**config.mk**
```make
export PLATFORM = sky130hd
export DESIGN_NAME = rr_decode_arbiter
export DESIGN_NICKNAME = d
export VERILOG_FILES = /design/src/rtl/rr_decode_arbiter.sv
export SDC_FILE = /design/constraint.sdc
export NUM_CORES = 1
export LEC_CHECK = 0
export ABC_CLOCK_PERIOD_IN_PS = 4900
export CORE_UTILIZATION = 51
export DETAILED_ROUTE_END_ITERATION = 10
export PLACE_DENSITY = 0.87
export SYNTH_ARGS = -nofsm -noshare
export SYNTH_HDL_FRONTEND = slang
export SYNTH_SLANG_ARGS = --single-unit
```
**constraint.sdc**
```tcl
create_clock -name clock -period 4.9 [get_ports clock]
set_input_delay 0.98 -clock clock [delete_from_list [all_inputs] [get_ports clock]]
set_output_delay 0.98 -clock clock [all_outputs]
set_load 0.01 [all_outputs]
```
**src/rtl/rr_decode_arbiter.sv**
```systemverilog
// rr_decode_arbiter
//   Four-requester round-robin arbiter for one shared resource. The winner is
//   held as a 2-bit index. It is decoded to a one-hot grant, or to a one-cold
//   grant when active_low is set. A grant is held until the requester drops
//   its req line or MAX_HOLD cycles have elapsed. After every grant there is
//   one idle cycle.
//
//   Ports:
//     clock       rising-edge clock for all state
//     reset       asynchronous, active-high reset
//     req[3:0]    request lines; req[i] high = requester i wants or holds it
//     active_low  grant polarity (0 = one-hot, 1 = one-cold); combinational
//     grant[3:0]  decoded grant from registered state and active_low
//     grant_idx   index of the current or last winner (registered)
//     grant_valid high while a grant is held (registered)
//     timeout     one-cycle pulse when MAX_HOLD revokes a grant (registered)
module rr_decode_arbiter #(
  parameter int MAX_HOLD = 8
) (
  input  logic       clock,
  input  logic       reset,
  input  logic [3:0] req,
  input  logic       active_low,
  output logic [3:0] grant,
  output logic [1:0] grant_idx,
  output logic       grant_valid,
  output logic       timeout
);

  typedef enum logic {IDLE, BUSY} state_t;

  // When MAX_HOLD is 0 there is no limit. HOLD_LAST is then unused.
  localparam bit         LIMIT_EN  = (MAX_HOLD != 0);
  localparam logic [7:0] HOLD_LAST = LIMIT_EN ? 8'(MAX_HOLD - 1) : 8'd0;

  state_t     state_q, state_d;
  logic [1:0] idx_q, idx_d;
  logic [1:0] last_q, last_d;
  logic       valid_q, valid_d;
  logic       to_q, to_d;
  logic [7:0] cnt_q, cnt_d;

  // Rotating-priority pick. The scan runs last+1 .. last+4 (mod 4). This
  // means the previous winner is considered last.
  logic [1:0] pick;
  logic       pick_ok;
  always_comb begin
    logic [1:0] cand;
    pick    = last_q;
    pick_ok = 1'b0;
    cand    = last_q;
    for (int k = 1; k <= 4; k++) begin
      cand = last_q + 2'(k);
      if (!pick_ok && req[cand]) begin
        pick    = cand;
        pick_ok = 1'b1;
      end
    end
  end

  always_comb begin
    state_d = state_q;
    idx_d   = idx_q;
    last_d  = last_q;
    valid_d = valid_q;
    to_d    = 1'b0;
    cnt_d   = cnt_q;
    unique case (state_q)
      IDLE: begin
        if (pick_ok) begin
          state_d = BUSY;
          idx_d   = pick;
          last_d  = pick;
          valid_d = 1'b1;
          cnt_d   = 8'd0;
        end
      end
      BUSY: begin
        if (!req[idx_q]) begin
          state_d = IDLE;
          valid_d = 1'b0;
        end else if (LIMIT_EN && cnt_q == HOLD_LAST) begin
          state_d = IDLE;
          valid_d = 1'b0;
          to_d    = 1'b1;
        end else if (cnt_q != 8'hFF) begin
          // When there is no limit, the counter saturates instead of wrapping.
          cnt_d = cnt_q + 8'd1;
        end
      end
      default: state_d = IDLE;
    endcase
  end

  always_ff @(posedge clock or posedge reset) begin
    if (reset) begin
      state_q <= IDLE;
      idx_q   <= 2'b00;
      last_q  <= 2'b11;
      valid_q <= 1'b0;
      to_q    <= 1'b0;
      cnt_q   <= 8'd0;
    end else begin
      state_q <= state_d;
      idx_q   <= idx_d;
      last_q  <= last_d;
      valid_q <= valid_d;
      to_q    <= to_d;
      cnt_q   <= cnt_d;
    end
  end

  // 2-to-4 decode with polarity select.
  always_comb begin
    grant = 4'b0000;
    for (int i = 0; i < 4; i++)
      grant[i] = (valid_q && idx_q == 2'(i)) ^ active_low;
  end

  assign grant_idx   = idx_q;
  assign grant_valid = valid_q;
  assign timeout     = to_q;

endmodule

```
==> results of run 1 <==
## worst max-delay path, delay by kind of cell
family	cells	cell delay, ps
xor+xnor	1	180
buf+inv	2	1140
## worst paths after layout
| kind | slack [ps] | depth (start not counted) | from | end |
|---|---|---|---|---|
| worst max-delay path | 1630 | 3 | active_low | grant[2] |
| min in group asynchronous | 1030 | 2 | reset | cnt_q[1] |
| max in group asynchronous | 3480 | 2 | reset | cnt_q[6] |
| worst min-delay path | 520 | 2 | last_q[0] | last_q[0] |
| worst max register to register | 2960 | 6 | cnt_q[1] | cnt_q[7] |
| worst min register to register | 520 | 2 | last_q[0] | last_q[0] |
## sequential cells by signal (all words and copies together) (netlist names)
name and cells:
timeout 1, grant_valid 1, last_q 2, cnt_q 8, state_q 1, grant_idx 2
## kinds of logic (layout without fill, tap and decap cells)
family	Yosys count	count (layout)	synth area share [%]
adder cells (fa/ha/maj)	2	2	2.81
AND/OR/NAND/NOR	38	38	22.1
multiplexers	3	3	3.37
AO/OA/AOI/OAI	26	26	20.4
XOR/XNOR	4	4	3.93
flip-flops	15	15	42.4
buffers and inverters	9	23	5.06
## layout make-up
class / instances / area [um2]
Multi-Input combinational cell: 73 / 468
Clock buffer: 4 / 26.3
Fill cell: 141 / 526
Timing Repair Buffer: 14 / 140
Sequential cell: 15 / 378
Tap cell: 16 / 20.0
Inverter: 5 / 18.8
## power groups by stage
stage	sequential (W)	combinational, W	clock (W)
6_report	0.000218	0.000240	0.0000705
5_1_grt	0.000227	0.000264	0.0000790
4_1_cts	0.000218	0.000241	0.0000706
3_5_place_dp	0.000221	0.000240	0
3_3_place_gp	0.000215	0.000229	0
2_1_floorplan	0.000201	0.000180	0
## per-stage QoR
stage / utilization (%) / cells / worst slack, ps / power [W]
4_1_cts: 66.7 / 127 / 1600 / 0.000530
3_5_place_dp: 65.0 / 123 / 1610 / 0.000461
6_report: 66.7 / 127 / 1630 / 0.000528
5_1_grt: 66.7 / 127 / 1580 / 0.000571
3_3_place_gp: 65.0 / 123 / 1670 / 0.000444
2_1_floorplan: - / 97 / 2710 / 0.000381
## Yosys cell counts (2+ instances only)
cell type,n,area (um2)
sky130_fd_sc_hd__nand3_1,5,25.0
sky130_fd_sc_hd__xor2_1,2,17.5
sky130_fd_sc_hd__mux2i_1,3,30.0
sky130_fd_sc_hd__o211ai_1,4,30.0
sky130_fd_sc_hd__buf_2,3,15.0
sky130_fd_sc_hd__xnor2_1,2,17.5
sky130_fd_sc_hd__or3_1,2,12.5
sky130_fd_sc_hd__nor3_1,2,10.0
sky130_fd_sc_hd__dfstp_2,2,52.6
sky130_fd_sc_hd__dfrtp_1,13,325
sky130_fd_sc_hd__a21o_1,2,15.0
sky130_fd_sc_hd__nor2_1,7,26.3
sky130_fd_sc_hd__o21ai_0,4,20.0
sky130_fd_sc_hd__ha_1,2,25.0
sky130_fd_sc_hd__nand2_1,12,45.0
sky130_fd_sc_hd__a21oi_1,5,25.0
sky130_fd_sc_hd__o31ai_1,4,30.0
sky130_fd_sc_hd__inv_1,5,18.8
## per-layer routing
layer  wire [um]  vias up  GRT usage, %
met5           0        -             0
met4          14        0          7.50
met3          64        2          3.75
met2         949       19          39.4
met1         829      359          29.5
li1            -      386             -
## cell usage in the layout, fill, tap and decap left out, drive strengths merged, types with 2 or more instances in the layout
| master | n |
|---|---|
| dfrtp | 13 |
| xor2 | 2 |
| a21o | 2 |
| xnor2 | 2 |
| a21oi | 5 |
| nand3 | 6 |
| nor2 | 7 |
| mux2i | 3 |
| o22ai | 2 |
| dfstp | 2 |
| o31ai | 4 |
| o211ai | 4 |
| inv | 5 |
| o21ai | 4 |
| nor3 | 2 |
| ha | 2 |
| clkdlybuf4s50 | 14 |
| clkbuf | 4 |
| nand2 | 12 |
| or3 | 2 |
==> impl_results.html, run 1 <==
<table>
<tr><th>Metric</th><th>Value</th></tr>
<tr><th colspan="2">Power</th></tr>
<tr><td>Relative contribution of the clock network to total power</td><td>13.4%</td></tr>
<tr><td>Internal power consumption</td><td>0.000312 W</td></tr>
<tr><td>Share of total power in sequential cells</td><td>41.2%</td></tr>
<tr><td>Net switching fraction of the power</td><td>40.8%</td></tr>
<tr><td>Maximum ir drop on the vdd rail</td><td>0.000248 V</td></tr>
<tr><td>Switching Power</td><td>0.000216 W</td></tr>
<tr><td>Share of total power in combinational logic</td><td>45.4%</td></tr>
<tr><td>Leakage power figure</td><td>0.436 nW</td></tr>
<tr><td>Power Density</td><td>502 nW/um2</td></tr>
<tr><th colspan="2">STA</th></tr>
<tr><td>Crit share post-route</td><td>66.8%</td></tr>
<tr><td>RSZ-0062 raised after global routing</td><td>false</td></tr>
<tr><td>Fin Clk Skew</td><td>13.6 ps</td></tr>
<tr><td>Slew at the pin closest to its max-slew limit</td><td>640 ps</td></tr>
<tr><td>Maximum operating frequency</td><td>0.306 GHz</td></tr>
<tr><td>Slew Limit Fails</td><td>0</td></tr>
<tr><td>Count of endpoints failing hold in the final timing report</td><td>0</td></tr>
<tr><td>Worst hold slack</td><td>522 ps</td></tr>
<tr><td>Setup violations, final</td><td>0</td></tr>
<tr><td>Fin crit period</td><td>3270 ps</td></tr>
<tr><td>Slew Limit Headroom</td><td>57.0%</td></tr>
<tr><td>Accumulated negative setup slack</td><td>0 ps</td></tr>
<tr><th colspan="2">Die</th></tr>
<tr><td>Number of placed I/O pins</td><td>15</td></tr>
<tr><td>Die Footprint</td><td>1920 um2</td></tr>
<tr><td>Die X-Extent</td><td>43.8 um</td></tr>
<tr><td>Placeable core region</td><td>1580 um2</td></tr>
<tr><td>Effective utilization at floorplan</td><td>56.5%</td></tr>
<tr><td>Vertical die dimension</td><td>43.8 um</td></tr>
<tr><td>Row count</td><td>14</td></tr>
<tr><th colspan="2">Clock tree</th></tr>
<tr><td>Clock buffer depth</td><td>2</td></tr>
<tr><td>Number of sinks on the clock net</td><td>15</td></tr>
<tr><td>Number of buffers inserted to repair setup after CTS</td><td>0</td></tr>
<tr><td>Number of levels the H-tree was split into</td><td>1</td></tr>
<tr><td>Total CTS buffers</td><td>3</td></tr>
<tr><td>TritonCTS clock tree</td><td>built</td></tr>
<tr><td>Clock-pin slew of the registers on the worst-case setup and hold paths</td><td>100 ps</td></tr>
<tr><td>Worst-Skew Late Latency</td><td>280 ps</td></tr>
<tr><td>Post-CTS resize count</td><td>0</td></tr>
<tr><td>CTS Root Cell</td><td>sky130_fd_sc_hd__clkbuf_4</td></tr>
<tr><td>Count of hold buffers inserted by post-cts repair</td><td>0</td></tr>
<tr><th colspan="2">Drt</th></tr>
<tr><td>Total iterations of the first detailed-routing run</td><td>7</td></tr>
<tr><td>Number of nets with antenna violations after detailed routing</td><td>0</td></tr>
<tr><td>Final WL</td><td>1860 um</td></tr>
<tr><td>Wire length per cell after detailed routing</td><td>14.6 um</td></tr>
<tr><td>Total via count after detailed routing</td><td>766</td></tr>
<tr><td>Via-per-instance ratio</td><td>6.03</td></tr>
<tr><td>Violation count after the first detailed-routing iteration</td><td>21</td></tr>
<tr><td>Remaining DRCs</td><td>2</td></tr>
<tr><th colspan="2">GRT</th></tr>
<tr><td>Pin count of the biggest net entering global routing</td><td>16</td></tr>
<tr><td>Antenna violations before repair</td><td>0</td></tr>
<tr><td>Global route total overflow</td><td>0</td></tr>
<tr><td>Global-route wire length before repair</td><td>3220 um</td></tr>
<tr><td>Number of global-route vias before repair</td><td>746</td></tr>
<tr><td>Total routing resource utilization after global routing</td><td>23.0%</td></tr>
<tr><th colspan="2">Synth</th></tr>
<tr><td>Main synth FF type</td><td>sky130_fd_sc_hd__dfrtp_1</td></tr>
<tr><td>Sequential cell area fraction in the yosys report</td><td>42.4%</td></tr>
<tr><td>EDFF count, synth</td><td>0</td></tr>
<tr><td>Count of warnings emitted by yosys</td><td>0</td></tr>
<tr><td>Seq cells post-synth</td><td>15</td></tr>
<tr><td>Post-synthesis instance total</td><td>97</td></tr>
<tr><td>Post-Synthesis Net Count</td><td>106</td></tr>
<tr><td>Mapped Area</td><td>891 um2</td></tr>
<tr><td>Distinct cells, synth</td><td>36</td></tr>
<tr><td>Share of async-settable or async-resettable flops after synthesis</td><td>100%</td></tr>
<tr><td>Synthesized area per cell</td><td>9.18 um2</td></tr>
<tr><th colspan="2">Cells and area</th></tr>
<tr><td>Summed area of non-filler cells in the final layout</td><td>1050 um2</td></tr>
<tr><td>Final antenna diode count</td><td>0</td></tr>
<tr><td>Total Nets Final</td><td>121</td></tr>
<tr><td>Share of layout cells above drive strength 1</td><td>7.21%</td></tr>
<tr><td>Layout overhead on the synthesized area</td><td>18.0%</td></tr>
<tr><th colspan="2">Setup path</th></tr>
<tr><td>Highest fanout seen on the critical path</td><td>4</td></tr>
<tr><td>Critical path arrival</td><td>2290 ps</td></tr>
<tr><td>Launching element type of the critical path</td><td>input pin</td></tr>
<tr><td>Required time reported for the critical path endpoint</td><td>3920 ps</td></tr>
<tr><td>Sort of element at the end of the critical path</td><td>output port</td></tr>
<tr><td>Cell at the slowest stage of the critical path</td><td>sky130_fd_sc_hd__clkdlybuf4s50_1</td></tr>
<tr><td>Crit path cell chain</td><td>clkdlybuf4s50_1 &gt; xor2_1 &gt; clkdlybuf4s50_1</td></tr>
<tr><td>Class of the most critical setup path</td><td>input pin to output port</td></tr>
<tr><td>Most used cell, CP</td><td>sky130_fd_sc_hd__clkdlybuf4s50_1</td></tr>
<tr><td>Delay of the slowest cell on the worst path</td><td>590 ps</td></tr>
<tr><th colspan="2">Run</th></tr>
<tr><td>Number of max-cap violations</td><td>0</td></tr>
<tr><th colspan="2">Placement</th></tr>
<tr><td>Post-detail-place hpwl</td><td>1400 um</td></tr>
<tr><td>Post-Place Cell Area</td><td>1020 um2</td></tr>
<tr><td># port buffers</td><td>14</td></tr>
<tr><td>Final RePlAce weighted congestion</td><td>0.758</td></tr>
<tr><th colspan="2">Min path</th></tr>
<tr><td>HP Class</td><td>flip-flop to flip-flop</td></tr>
<tr><th colspan="2">Run status</th></tr>
<tr><td>Status</td><td>finished with violations</td></tr>
<tr><td>Violated checks</td><td>DRC</td></tr>
</table>
No activity file was read; power rests on OpenSTA's default activity.
==> inputs of run 2 (changes only) <==
--- a/config.mk
+++ b/config.mk
@@ -5,7 +5,7 @@
 export SDC_FILE = /design/constraint.sdc
 export NUM_CORES = 1
 export LEC_CHECK = 0
-export ABC_CLOCK_PERIOD_IN_PS = 4900
+export ABC_CLOCK_PERIOD_IN_PS = 3050
 export CORE_UTILIZATION = 51
 export DETAILED_ROUTE_END_ITERATION = 10
 export PLACE_DENSITY = 0.87
==> constraint.sdc (replaced) <==
create_clock -name clock -period 3.05 [get_ports clock]
set_input_delay 0.61 -clock clock [delete_from_list [all_inputs] [get_ports clock]]
set_output_delay 0.61 -clock clock [all_outputs]
set_load 0.01 [all_outputs]
==> impl_results.html, run 2 (synthesis gave the netlist of run 1 again) <==
<table>
<tr><th>Metric</th><th>Value</th></tr>
<tr><th colspan="2">Run status</th></tr>
<tr><td>Status</td><td>finished with violations (unchanged)</td></tr>
<tr><td>Violated checks</td><td>DRC (unchanged)</td></tr>
<tr><th colspan="2">Power</th></tr>
<tr><td>Share of total power in sequential cells</td><td>41.0% (was 41.2%)</td></tr>
<tr><td>Maximum ir drop on the vdd rail</td><td>0.000458 V (was 0.000248 V)</td></tr>
<tr><td>Switching Power</td><td>0.000350 W (was 0.000216 W)</td></tr>
<tr><td>Share of total power in combinational logic</td><td>45.3% (was 45.4%)</td></tr>
<tr><td>Leakage power figure</td><td>0.442 nW (was 0.436 nW)</td></tr>
<tr><td>Relative contribution of the clock network to total power</td><td>13.8% (was 13.4%)</td></tr>
<tr><td>Internal power consumption</td><td>0.000502 W (was 0.000312 W)</td></tr>
<tr><td>Net switching fraction of the power</td><td>41.1% (was 40.8%)</td></tr>
<tr><td>Power Density</td><td>805 nW/um2 (was 502 nW/um2)</td></tr>
<tr><th colspan="2">Drt</th></tr>
<tr><td>Number of nets with antenna violations after detailed routing</td><td>0 (unchanged)</td></tr>
<tr><td>Violation count after the first detailed-routing iteration</td><td>22 (was 21)</td></tr>
<tr><td>Total iterations of the first detailed-routing run</td><td>7 (unchanged)</td></tr>
<tr><td>Max layer used</td><td>met4 (unchanged)</td></tr>
<tr><td>Via-per-instance ratio</td><td>6.17 (was 6.03)</td></tr>
<tr><td>Wire length per cell after detailed routing</td><td>14.4 um (was 14.6 um)</td></tr>
<tr><td>Remaining DRCs</td><td>3 (was 2)</td></tr>
<tr><td>Final WL</td><td>1850 um (was 1860 um)</td></tr>
<tr><td>Met3 wire length</td><td>70 um (was 64 um)</td></tr>
<tr><td>Total via count after detailed routing</td><td>790 (was 766)</td></tr>
<tr><td>Metal2 WL</td><td>932 um (was 949 um)</td></tr>
<tr><td>Met1 Wirelength</td><td>825 um (was 829 um)</td></tr>
<tr><th colspan="2">Cells and area</th></tr>
<tr><td>Commonest cells after routing, fill and taps aside</td><td>sky130_fd_sc_hd__clkdlybuf4s50_1 (14), sky130_fd_sc_hd__dfrtp_1 (13), sky130_fd_sc_hd__nand2_1 (12), sky130_fd_sc_hd__nor2_1 (7) (unchanged)</td></tr>
<tr><td>Number of flip-flops under the largest register name</td><td>8 (unchanged)</td></tr>
<tr><td>Final antenna diode count</td><td>0 (unchanged)</td></tr>
<tr><td>Share of layout cells above drive strength 1</td><td>8.04% (was 7.21%)</td></tr>
<tr><td>Non-filler cells in the finished layout</td><td>128 (was 127)</td></tr>
<tr><td>Total Nets Final</td><td>122 (was 121)</td></tr>
<tr><td>Most common cell after layout, fill and taps aside</td><td>sky130_fd_sc_hd__clkdlybuf4s50_1 (unchanged)</td></tr>
<tr><td>Count of filler cells inserted in the layout</td><td>121 (was 141)</td></tr>
<tr><td>Largest register by flop count</td><td>cnt_q (unchanged)</td></tr>
<tr><td>Layout overhead on the synthesized area</td><td>18.8% (was 18.0%)</td></tr>
<tr><th colspan="2">STA</th></tr>
<tr><td>Count of endpoints failing hold in the final timing report</td><td>0 (unchanged)</td></tr>
<tr><td>Maximum operating frequency</td><td>0.394 GHz</td></tr>
<tr><td>Fin Clk Skew</td><td>9.47 ps (was 13.6 ps)</td></tr>
<tr><td>Slew Limit Fails</td><td>0 (unchanged)</td></tr>
<tr><td>Slew at the pin closest to its max-slew limit</td><td>564 ps (was 640 ps)</td></tr>
<tr><td>Fin crit period</td><td>2540 ps</td></tr>
<tr><td>Accumulated negative setup slack</td><td>0 ps (unchanged)</td></tr>
<tr><td>Slew Limit Headroom</td><td>62.3% (was 57.0%)</td></tr>
<tr><td>Setup violations, final</td><td>0 (unchanged)</td></tr>
<tr><td>Crit share post-route</td><td>83.1%</td></tr>
<tr><td>RSZ-0062 raised after global routing</td><td>false (unchanged)</td></tr>
<tr><th colspan="2">Clock tree</th></tr>
<tr><td>Clock buffer depth</td><td>2 (unchanged)</td></tr>
<tr><td>Number of buffers inserted to repair setup after CTS</td><td>0 (unchanged)</td></tr>
<tr><td>Number of levels the H-tree was split into</td><td>1 (unchanged)</td></tr>
<tr><td>Clock-pin slew of the registers on the worst-case setup and hold paths</td><td>80 ps (was 100 ps)</td></tr>
<tr><td>Post-CTS resize count</td><td>0 (unchanged)</td></tr>
<tr><td>Number of sinks on the clock net</td><td>15 (unchanged)</td></tr>
<tr><td>Total CTS buffers</td><td>3 (unchanged)</td></tr>
<tr><td>TritonCTS clock tree</td><td>built (unchanged)</td></tr>
<tr><td>Worst-Skew Late Latency</td><td>290 ps (was 280 ps)</td></tr>
<tr><td>CTS Root Cell</td><td>sky130_fd_sc_hd__clkbuf_4 (unchanged)</td></tr>
<tr><td>Count of hold buffers inserted by post-cts repair</td><td>0 (unchanged)</td></tr>
<tr><th colspan="2">Placement</th></tr>
<tr><td>Placed cell count</td><td>124 (was 123)</td></tr>
<tr><td>Final RePlAce weighted congestion</td><td>0.759 (was 0.758)</td></tr>
<tr><td># port buffers</td><td>14 (unchanged)</td></tr>
<tr><td>Post-detail-place hpwl</td><td>1370 um (was 1400 um)</td></tr>
<tr><th colspan="2">Setup path</th></tr>
<tr><td>Class of the most critical setup path</td><td>input pin to output port (unchanged)</td></tr>
<tr><td>Sort of element at the end of the critical path</td><td>output port (unchanged)</td></tr>
<tr><td>Launching element type of the critical path</td><td>input pin (unchanged)</td></tr>
<tr><td>Delay of the slowest cell on the worst path</td><td>580 ps (was 590 ps)</td></tr>
<tr><td>Required time reported for the critical path endpoint</td><td>2440 ps (was 3920 ps)</td></tr>
<tr><td>Critical path arrival</td><td>1930 ps (was 2290 ps)</td></tr>
<tr><td>Highest fanout seen on the critical path</td><td>4 (unchanged)</td></tr>
<tr><td>Cell at the slowest stage of the critical path</td><td>sky130_fd_sc_hd__clkdlybuf4s50_1 (unchanged)</td></tr>
<tr><td>Crit path cell chain</td><td>clkdlybuf4s50_1 &gt; xor2_1 &gt; clkdlybuf4s50_1 (unchanged)</td></tr>
<tr><td>Most used cell, CP</td><td>sky130_fd_sc_hd__clkdlybuf4s50_1 (unchanged)</td></tr>
<tr><th colspan="2">GRT</th></tr>
<tr><td>Total routing resource utilization after global routing</td><td>23.2% (was 23.0%)</td></tr>
<tr><td>Global-route wire length before repair</td><td>3150 um (was 3220 um)</td></tr>
<tr><td>Global route total overflow</td><td>0 (unchanged)</td></tr>
<tr><td>Number of global-route vias before repair</td><td>732 (was 746)</td></tr>
<tr><td>Antenna violations before repair</td><td>0 (unchanged)</td></tr>
<tr><td>Pin count of the biggest net entering global routing</td><td>16 (unchanged)</td></tr>
<tr><th colspan="2">Run</th></tr>
<tr><td>Number of max-cap violations</td><td>0 (unchanged)</td></tr>
<tr><th colspan="2">Die</th></tr>
<tr><td>Effective utilization at floorplan</td><td>56.5% (unchanged)</td></tr>
<tr><td>Vertical die dimension</td><td>43.8 um (unchanged)</td></tr>
<tr><td>Placeable core region</td><td>1580 um2 (unchanged)</td></tr>
<tr><td>Die X-Extent</td><td>43.8 um (unchanged)</td></tr>
<tr><td>Number of placed I/O pins</td><td>15 (unchanged)</td></tr>
<tr><td>Die Footprint</td><td>1920 um2 (unchanged)</td></tr>
<tr><td>Row count</td><td>14 (unchanged)</td></tr>
<tr><th colspan="2">Min path</th></tr>
<tr><td>HP Class</td><td>flip-flop to flip-flop (unchanged)</td></tr>
</table>
-- run 2: power by group through the flow --
stage	combinational, W	clock (W)	sequential [W]
2_1_floorplan	0.000289	0	0.000324
3_3_place_gp	0.000369	0	0.000345
3_5_place_dp	0.000386	0	0.000353
4_1_cts	0.000388	0.000119	0.000349
5_1_grt	0.000427	0.000129	0.000363
6_report	0.000386	0.000117	0.000349
-- run 2: path summary, 6_finish.rpt --
| path | startpoint | to | slack, ps | cells after the start |
|---|---|---|---|---|
| min | last_q[1] | last_q[1] | 540 | 1 |
| min reg2reg | last_q[1] | last_q[1] | 540 | 1 |
| max reg2reg | cnt_q[0] | cnt_q[7] | 1100 | 6 |
| min in group asynchronous | reset | cnt_q[0] | 660 | 2 |
| max | active_low | grant[2] | 510 | 3 |
| max in group asynchronous | reset | last_q[0] | 2010 | 2 |
-- run 2: area by class of cell --
type	instances	area [um2]	area share (%)
Clock buffer	4	26.3	2.48
Tap cell	16	20.0	1.89
Timing Repair Buffer	15	148	13.9
Multi-Input combinational cell	73	468	44.2
Sequential cell	15	378	35.7
Inverter	5	18.8	1.77
-- run 2: per-layer routing --
metal | up-vias | GRT usage, %
met4 | 0 | 13.1
li1 | 388 | -
met3 | 2 | 3.75
met5 | - | 0
met1 | 383 | 27.5
met2 | 17 | 39.7
-- run 2: critical path: cells and delay by family --
family | cells | cell delay (ps)
buffers and inverters | 2 | 1140
XOR/XNOR | 1 | 180
-- run 2: metrics by stage --
stage	power (W)	area (um2)	util, %	setup slack [ps]	hold WS, ps
finish	0.000852	1060	67.1	514	539
global placement	0.000715	1030	65.5	556	501
global route	0.000919	1060	67.1	490	553
floorplan	0.000613	891	-	1310	483
detailed placement	0.000739	1030	65.5	493	527
CTS	0.000856	1060	67.1	512	540
